<file path="config.mk">
export PLATFORM = sky130hd
export DESIGN_NAME = hazard_ctrl
export DESIGN_NICKNAME = d
export VERILOG_FILES = /design/src/rtl/hazard_ctrl_pkg.sv /design/src/rtl/sat_counter.sv /design/src/rtl/hazard_ctrl.sv
export SDC_FILE = /design/constraint.sdc
export NUM_CORES = 1
export LEC_CHECK = 0
export BUFFER_PORTS_ARGS = -buffer_cell sky130_fd_sc_hd__buf_2
export CAP_MARGIN = 30
export CELL_PAD_IN_SITES_DETAIL_PLACEMENT = 0
export CELL_PAD_IN_SITES_GLOBAL_PLACEMENT = 1
export CORE_UTILIZATION = 30
export DETAILED_ROUTE_END_ITERATION = 12
export PLACE_DENSITY = 0.72
export SKIP_LAST_GASP = 1
export SYNTH_ARGS = -nofsm -noshare
export SYNTH_HDL_FRONTEND = slang
export SYNTH_SLANG_ARGS = --single-unit
</file>
<file path="constraint.sdc">
create_clock -name clk -period 3 [get_ports clk]
set_input_delay 0.6 -clock clk [delete_from_list [all_inputs] [get_ports clk]]
set_output_delay 0.6 -clock clk [all_outputs]
set_load 0.05 [all_outputs]
</file>
<file path="src/rtl/hazard_ctrl_pkg.sv">
// Shared pipeline-control definitions: FSM encoding, default sizing constants,
// the bundled control-output struct and the RUN-state priority decoder.
package hazard_ctrl_pkg;

    typedef enum logic [1:0] {
        ST_RUN  = 2'd0,
        ST_WAIT = 2'd1,
        ST_HALT = 2'd2
    } hz_state_t;

    localparam int REG_W_DEF    = 5;
    localparam int WAIT_MAX_DEF = 255;
    localparam int CNT_W_DEF    = 16;

    typedef struct packed {
        logic pc_wr;
        logic if_id_wr;
        logic if_id_flush;
        logic id_ex_flush;
        logic pipe_freeze;
    } hz_ctrl_t;

    // Memory stall: nothing advances, nothing is squashed.
    localparam hz_ctrl_t CTRL_FREEZE = '{pc_wr: 1'b0, if_id_wr: 1'b0, if_id_flush: 1'b0,
                                         id_ex_flush: 1'b0, pipe_freeze: 1'b1};

    // Held in reset: fetch blocked and both front-end registers squashed.
    localparam hz_ctrl_t CTRL_RESET  = '{pc_wr: 1'b0, if_id_wr: 1'b0, if_id_flush: 1'b1,
                                         id_ex_flush: 1'b1, pipe_freeze: 1'b0};

    // Priority decode for the RUN state: mem_busy > branch > load-use > jump.
    function automatic hz_ctrl_t run_ctrl(input logic mem_busy,
                                          input logic branch_taken,
                                          input logic load_use,
                                          input logic jump_id);
        hz_ctrl_t c;
        c = '{pc_wr: 1'b1, if_id_wr: 1'b1, if_id_flush: 1'b0,
              id_ex_flush: 1'b0, pipe_freeze: 1'b0};
        if (mem_busy) begin
            c = CTRL_FREEZE;
        end else if (branch_taken) begin
            c.if_id_flush = 1'b1;
            c.id_ex_flush = 1'b1;
        end else if (load_use) begin
            // Hold PC and IF/ID one cycle and bubble EX; the load then
            // leaves EX, so the hazard clears itself without extra state.
            c.pc_wr       = 1'b0;
            c.if_id_wr    = 1'b0;
            c.id_ex_flush = 1'b1;
        end else if (jump_id) begin
            c.if_id_flush = 1'b1;
        end
        return c;
    endfunction

endpackage

</file>
<file path="src/rtl/sat_counter.sv">
// Saturating up-counter with synchronous clear; used for the pipeline
// performance counters.
module sat_counter #(
    parameter int W = 16
) (
    input  logic         clk,
    input  logic         clear,
    input  logic         inc,
    output logic [W-1:0] count
);

    localparam logic [W-1:0] ONE = W'(1);

    // Count up on inc, stick at all-ones, clear has priority.
    // NOTE: sequential state uses non-blocking (<=) so every flop samples
    // pre-edge values regardless of block ordering.
    always_ff @(posedge clk) begin
        if (clear) begin
            count <= '0;
        end else if (inc && (count != '1)) begin
            count <= count + ONE;
        end
    end

endmodule

</file>
<file path="src/rtl/hazard_ctrl.sv">
// Pipeline hazard controller: load-use stalls, branch/jump flushes, memory
// wait freezing with a timeout that parks the pipeline in HALT until reset.
module hazard_ctrl
    import hazard_ctrl_pkg::*;
#(
    parameter int REG_W    = REG_W_DEF,
    parameter int WAIT_MAX = WAIT_MAX_DEF,
    parameter int CNT_W    = CNT_W_DEF
) (
    input  logic             clk,
    input  logic             reset,
    input  logic [REG_W-1:0] id_rs,
    input  logic [REG_W-1:0] id_rt,
    input  logic             id_uses_rt,
    input  logic             ex_mem_read,
    input  logic [REG_W-1:0] ex_rt,
    input  logic             branch_taken,
    input  logic             jump_id,
    input  logic             mem_busy,
    output logic             PC_Wr,
    output logic             IF_ID_Wr,
    output logic             IF_ID_Flush,
    output logic             ID_EX_Flush,
    output logic             pipe_freeze,
    output logic             timeout_err,
    output logic [CNT_W-1:0] stall_cnt,
    output logic [CNT_W-1:0] flush_cnt
);

    // Sized so the count can reach WAIT_MAX exactly and never wraps.
    localparam int              WAIT_W     = $clog2(WAIT_MAX + 1);
    localparam logic [WAIT_W-1:0] WAIT_ONE   = WAIT_W'(1);
    localparam logic [WAIT_W-1:0] WAIT_LIMIT = WAIT_W'(WAIT_MAX);

    hz_state_t         state, next_state;
    logic [WAIT_W-1:0] wait_cnt, wait_next;
    hz_ctrl_t          ctrl;
    logic              load_use;

    // Load in EX writes a register the ID instruction reads ($0 never hazards).
    always_comb begin
        load_use = ex_mem_read && (ex_rt != '0) &&
                   ((ex_rt == id_rs) || (id_uses_rt && (ex_rt == id_rt)));
    end

    // State and wait-count registers; synchronous reset discards any wait.
    always_ff @(posedge clk) begin
        if (reset) begin
            state    <= ST_RUN;
            wait_cnt <= '0;
        end else begin
            state    <= next_state;
            wait_cnt <= wait_next;
        end
    end

    // Next-state, wait counter and control outputs from state and inputs.
    // NOTE: every output gets a default first so no path leaves one
    // unassigned, which would otherwise infer a latch.
    always_comb begin
        next_state  = state;
        wait_next   = wait_cnt;
        ctrl        = CTRL_FREEZE;
        timeout_err = 1'b0;

        unique case (state)
            ST_RUN: begin
                ctrl = run_ctrl(mem_busy, branch_taken, load_use, jump_id);
                if (mem_busy) begin
                    next_state = ST_WAIT;
                    wait_next  = WAIT_ONE;
                end
            end
            ST_WAIT: begin
                if (mem_busy) begin
                    if (wait_cnt == WAIT_LIMIT) begin
                        next_state = ST_HALT;
                    end else begin
                        wait_next = wait_cnt + WAIT_ONE;
                    end
                end else begin
                    // Release cycle behaves as RUN on the current inputs.
                    ctrl       = run_ctrl(1'b0, branch_taken, load_use, jump_id);
                    next_state = ST_RUN;
                    wait_next  = '0;
                end
            end
            ST_HALT: begin
                timeout_err = 1'b1;
            end
            default: begin
                next_state = ST_RUN;
                wait_next  = '0;
            end
        endcase

        if (reset) begin
            ctrl        = CTRL_RESET;
            timeout_err = 1'b0;
        end
    end

    assign PC_Wr       = ctrl.pc_wr;
    assign IF_ID_Wr    = ctrl.if_id_wr;
    assign IF_ID_Flush = ctrl.if_id_flush;
    assign ID_EX_Flush = ctrl.id_ex_flush;
    assign pipe_freeze = ctrl.pipe_freeze;

    sat_counter #(.W(CNT_W)) u_stall_cnt (
        .clk   (clk),
        .clear (reset),
        .inc   (~ctrl.pc_wr),
        .count (stall_cnt)
    );

    sat_counter #(.W(CNT_W)) u_flush_cnt (
        .clk   (clk),
        .clear (reset),
        .inc   (ctrl.if_id_flush),
        .count (flush_cnt)
    );

endmodule

</file>
==> results.tsv <==
metric	value	unit
grt_usage	14.87	%
fin_crit	2.723	ns
syn_area	2302	sq um
dieWidth	89.60	microns
end_kind	output port	
wire_per_inst	12.77	microns
fin_setup_tns	0	ns
relSlewSlack	65.11	%
rsz0062_at_grt	false	
yosysWarnings	0	
met3RoutedLength	267	microns
ir_drop	0.0001780	V
final_core_util	38.10	%
vias	2217	
required	2.40	ns
hp-class	flip-flop to flip-flop	
postCtsSetupBuffers	0	
place_hpwl	3956	microns
synth_edf_count	0	
total_power	1.122	mW
final_cell_area	2793	sq um
antenna_found_initial	0	
yosysTopAreaCell	dfxtp_1	
dr_wl_met2	2572	microns
power_density	401.8	nW/um^2
final-instance-count-excl-fill	439	
ant_nets	0	
synth_seq_area_share	36.52	%
overflow	0	
final_layout_size_suffix_gt1_share	25.00	%
drc_errors	0	
cts_resized	0	
fmax	367.3	MHz
fin_nets	364	
worstPathArrival	2.12	ns
core.rowCount	31	
rr_startpoint	u_stall_cnt.count[0]$_SDFFE_PP0P_	
whs	0.4955	ns
place_inst	431	
worstHoldStart	u_stall_cnt.count[4]$_SDFFE_PP0P_	
synthTopCellsByCount	dfxtp_1, nor2_1, a21oi_1	
hold_depth	2	
p_leak	1.121	nW
grt_pass1_vias	1991	
cap_violations	0	
status	finished clean	
max_slew.worst_pin.slew	0.5186	ns
die_h	89.60	microns
drt_pass1_iterations	4	
worstSkewPairLatency	0.29	ns
dieArea	8028	sq um
clkTransAtPathRegs	0.08	ns
place_area	2701	sq um
grt_pass1_wl	9266	microns
initialDrtViolationCount	87	
synthToLayoutAreaGrowth	21.30	%
clkSinkCount	42	
finalClockSkew	0.005665	ns
portBuffers	59	
path_class	input pin to output port	
setup_viol	0	
worstRegToRegCells	7	
synth_fp_nets	306	
finalHoldViolCount	0	
dp_slack	0.2872	ns
synth_most_common_cell	dfxtp_1	
min_to	u_stall_cnt.count[4]$_SDFFE_PP0P_	
viasPerCell	5.050	
yosysUniqueCellTypes	39	
numCtsBuffers	5	
start_util	31.40	%
cts_buffer_depth	2	
coreArea	7331	sq um
gp_congestion	0.7538	
antenna_cells	0	
synthCells	281	
crit_fanout	3	
avgSynthCellArea	8.193	sq um
grt_max_degree	43	
r2r_slack	0.70	ns
htreeDepth	2	
tritoncts	built	
finalWirelength	5604	microns
boundaryPins	60	
postLayoutSetupSlackWorst	0.2772	ns
synth-seq-cells	42	
r2r-end	u_stall_cnt.count[13]$_SDFFE_PP0P_	
timing.final.crit_share	90.76	%
ys_top_cells_by_area	dfxtp_1, xor2_1, nor2_1, a21oi_1, mux2_2	
slew_viol_final	0	
ys.flop_type	dfxtp_1	
synthArstFlopShare	0	%
routed.top_layer	met4	
cts-root-buf	clkbuf_8	
start_kind	input pin	
cts-hold-fix-buffers	0	
synth_top_area_share	36.52	%
met1_length	2708	microns
[logic make-up after synthesis]
logic type / after synthesis / synth area share (%)
AND/OR/NAND/NOR: 138 / 32.50
adder cells (fa/ha/maj): 3 / 1.631
buffers and inverters: 15 / 3.424
XOR/XNOR: 18 / 6.848
flip-flops: 42 / 36.52
multiplexers: 11 / 5.272
AO/OA/AOI/OAI: 54 / 13.80
[report_power, final]
group / internal [mW] / switching [mW] / total, mW
clock: 0.186 / 0.194 / 0.379
sequential: 0.568 / 0.0141 / 0.582
combinational: 0.0539 / 0.107 / 0.161
total: 0.808 / 0.314 / 1.12
[worst max-delay path: stages]
cell     delay (ns)
buf_2          0.12
xor2_1         0.16
nor4_1         0.29
a32oi_1        0.20
or2_2          0.34
a21oi_1        0.14
buf_2          0.27
[per-layer routing]
layer,vias to the layer above,track usage [%]
met2,45,23.69
met4,0,4.473
met5,-,0
li1,1139,-
met3,6,4.022
met1,1027,19.64
[how the worst max path moves through the flow]
stage                   to      from
2_1_floorplan  ID_EX_Flush  ex_rt[3]
3_3_place_gp   ID_EX_Flush  ex_rt[3]
3_5_place_dp   ID_EX_Flush  ex_rt[3]
4_1_cts        ID_EX_Flush  ex_rt[3]
5_1_grt        ID_EX_Flush  ex_rt[3]
6_report       ID_EX_Flush  ex_rt[3]
[final cells by class]
type	count	area (sq um)
fill	784	4538
multi-input combinational	224	1388
sequential	42	840.8
timing repair buffer	63	337.8
tap	99	123.9
clock buffer	7	86.33
inverter	3	11.26
clock inverter	1	5.005
[placed cells by master, fill, tap and decap left out, types with 7 or more instances in the layout]
cell type,instances
or4_1,8
nor2b_1,11
or3_1,14
o21ai_0,14
nor4_1,7
a21oi_1,23
nor2_1,31
o31ai_1,7
nand3_1,15
nand2_1,15
nand4_1,9
xor2_1,15
dfxtp_1,42
buf_2,59
mux2_2,9
[registers in the layout, indices dropped and copies added, names as in the netlist]
name and count:
u_stall_cnt.count 16, state 2, wait_cnt 8, u_flush_cnt.count 16
No activity file was read; power rests on OpenSTA's default activity.
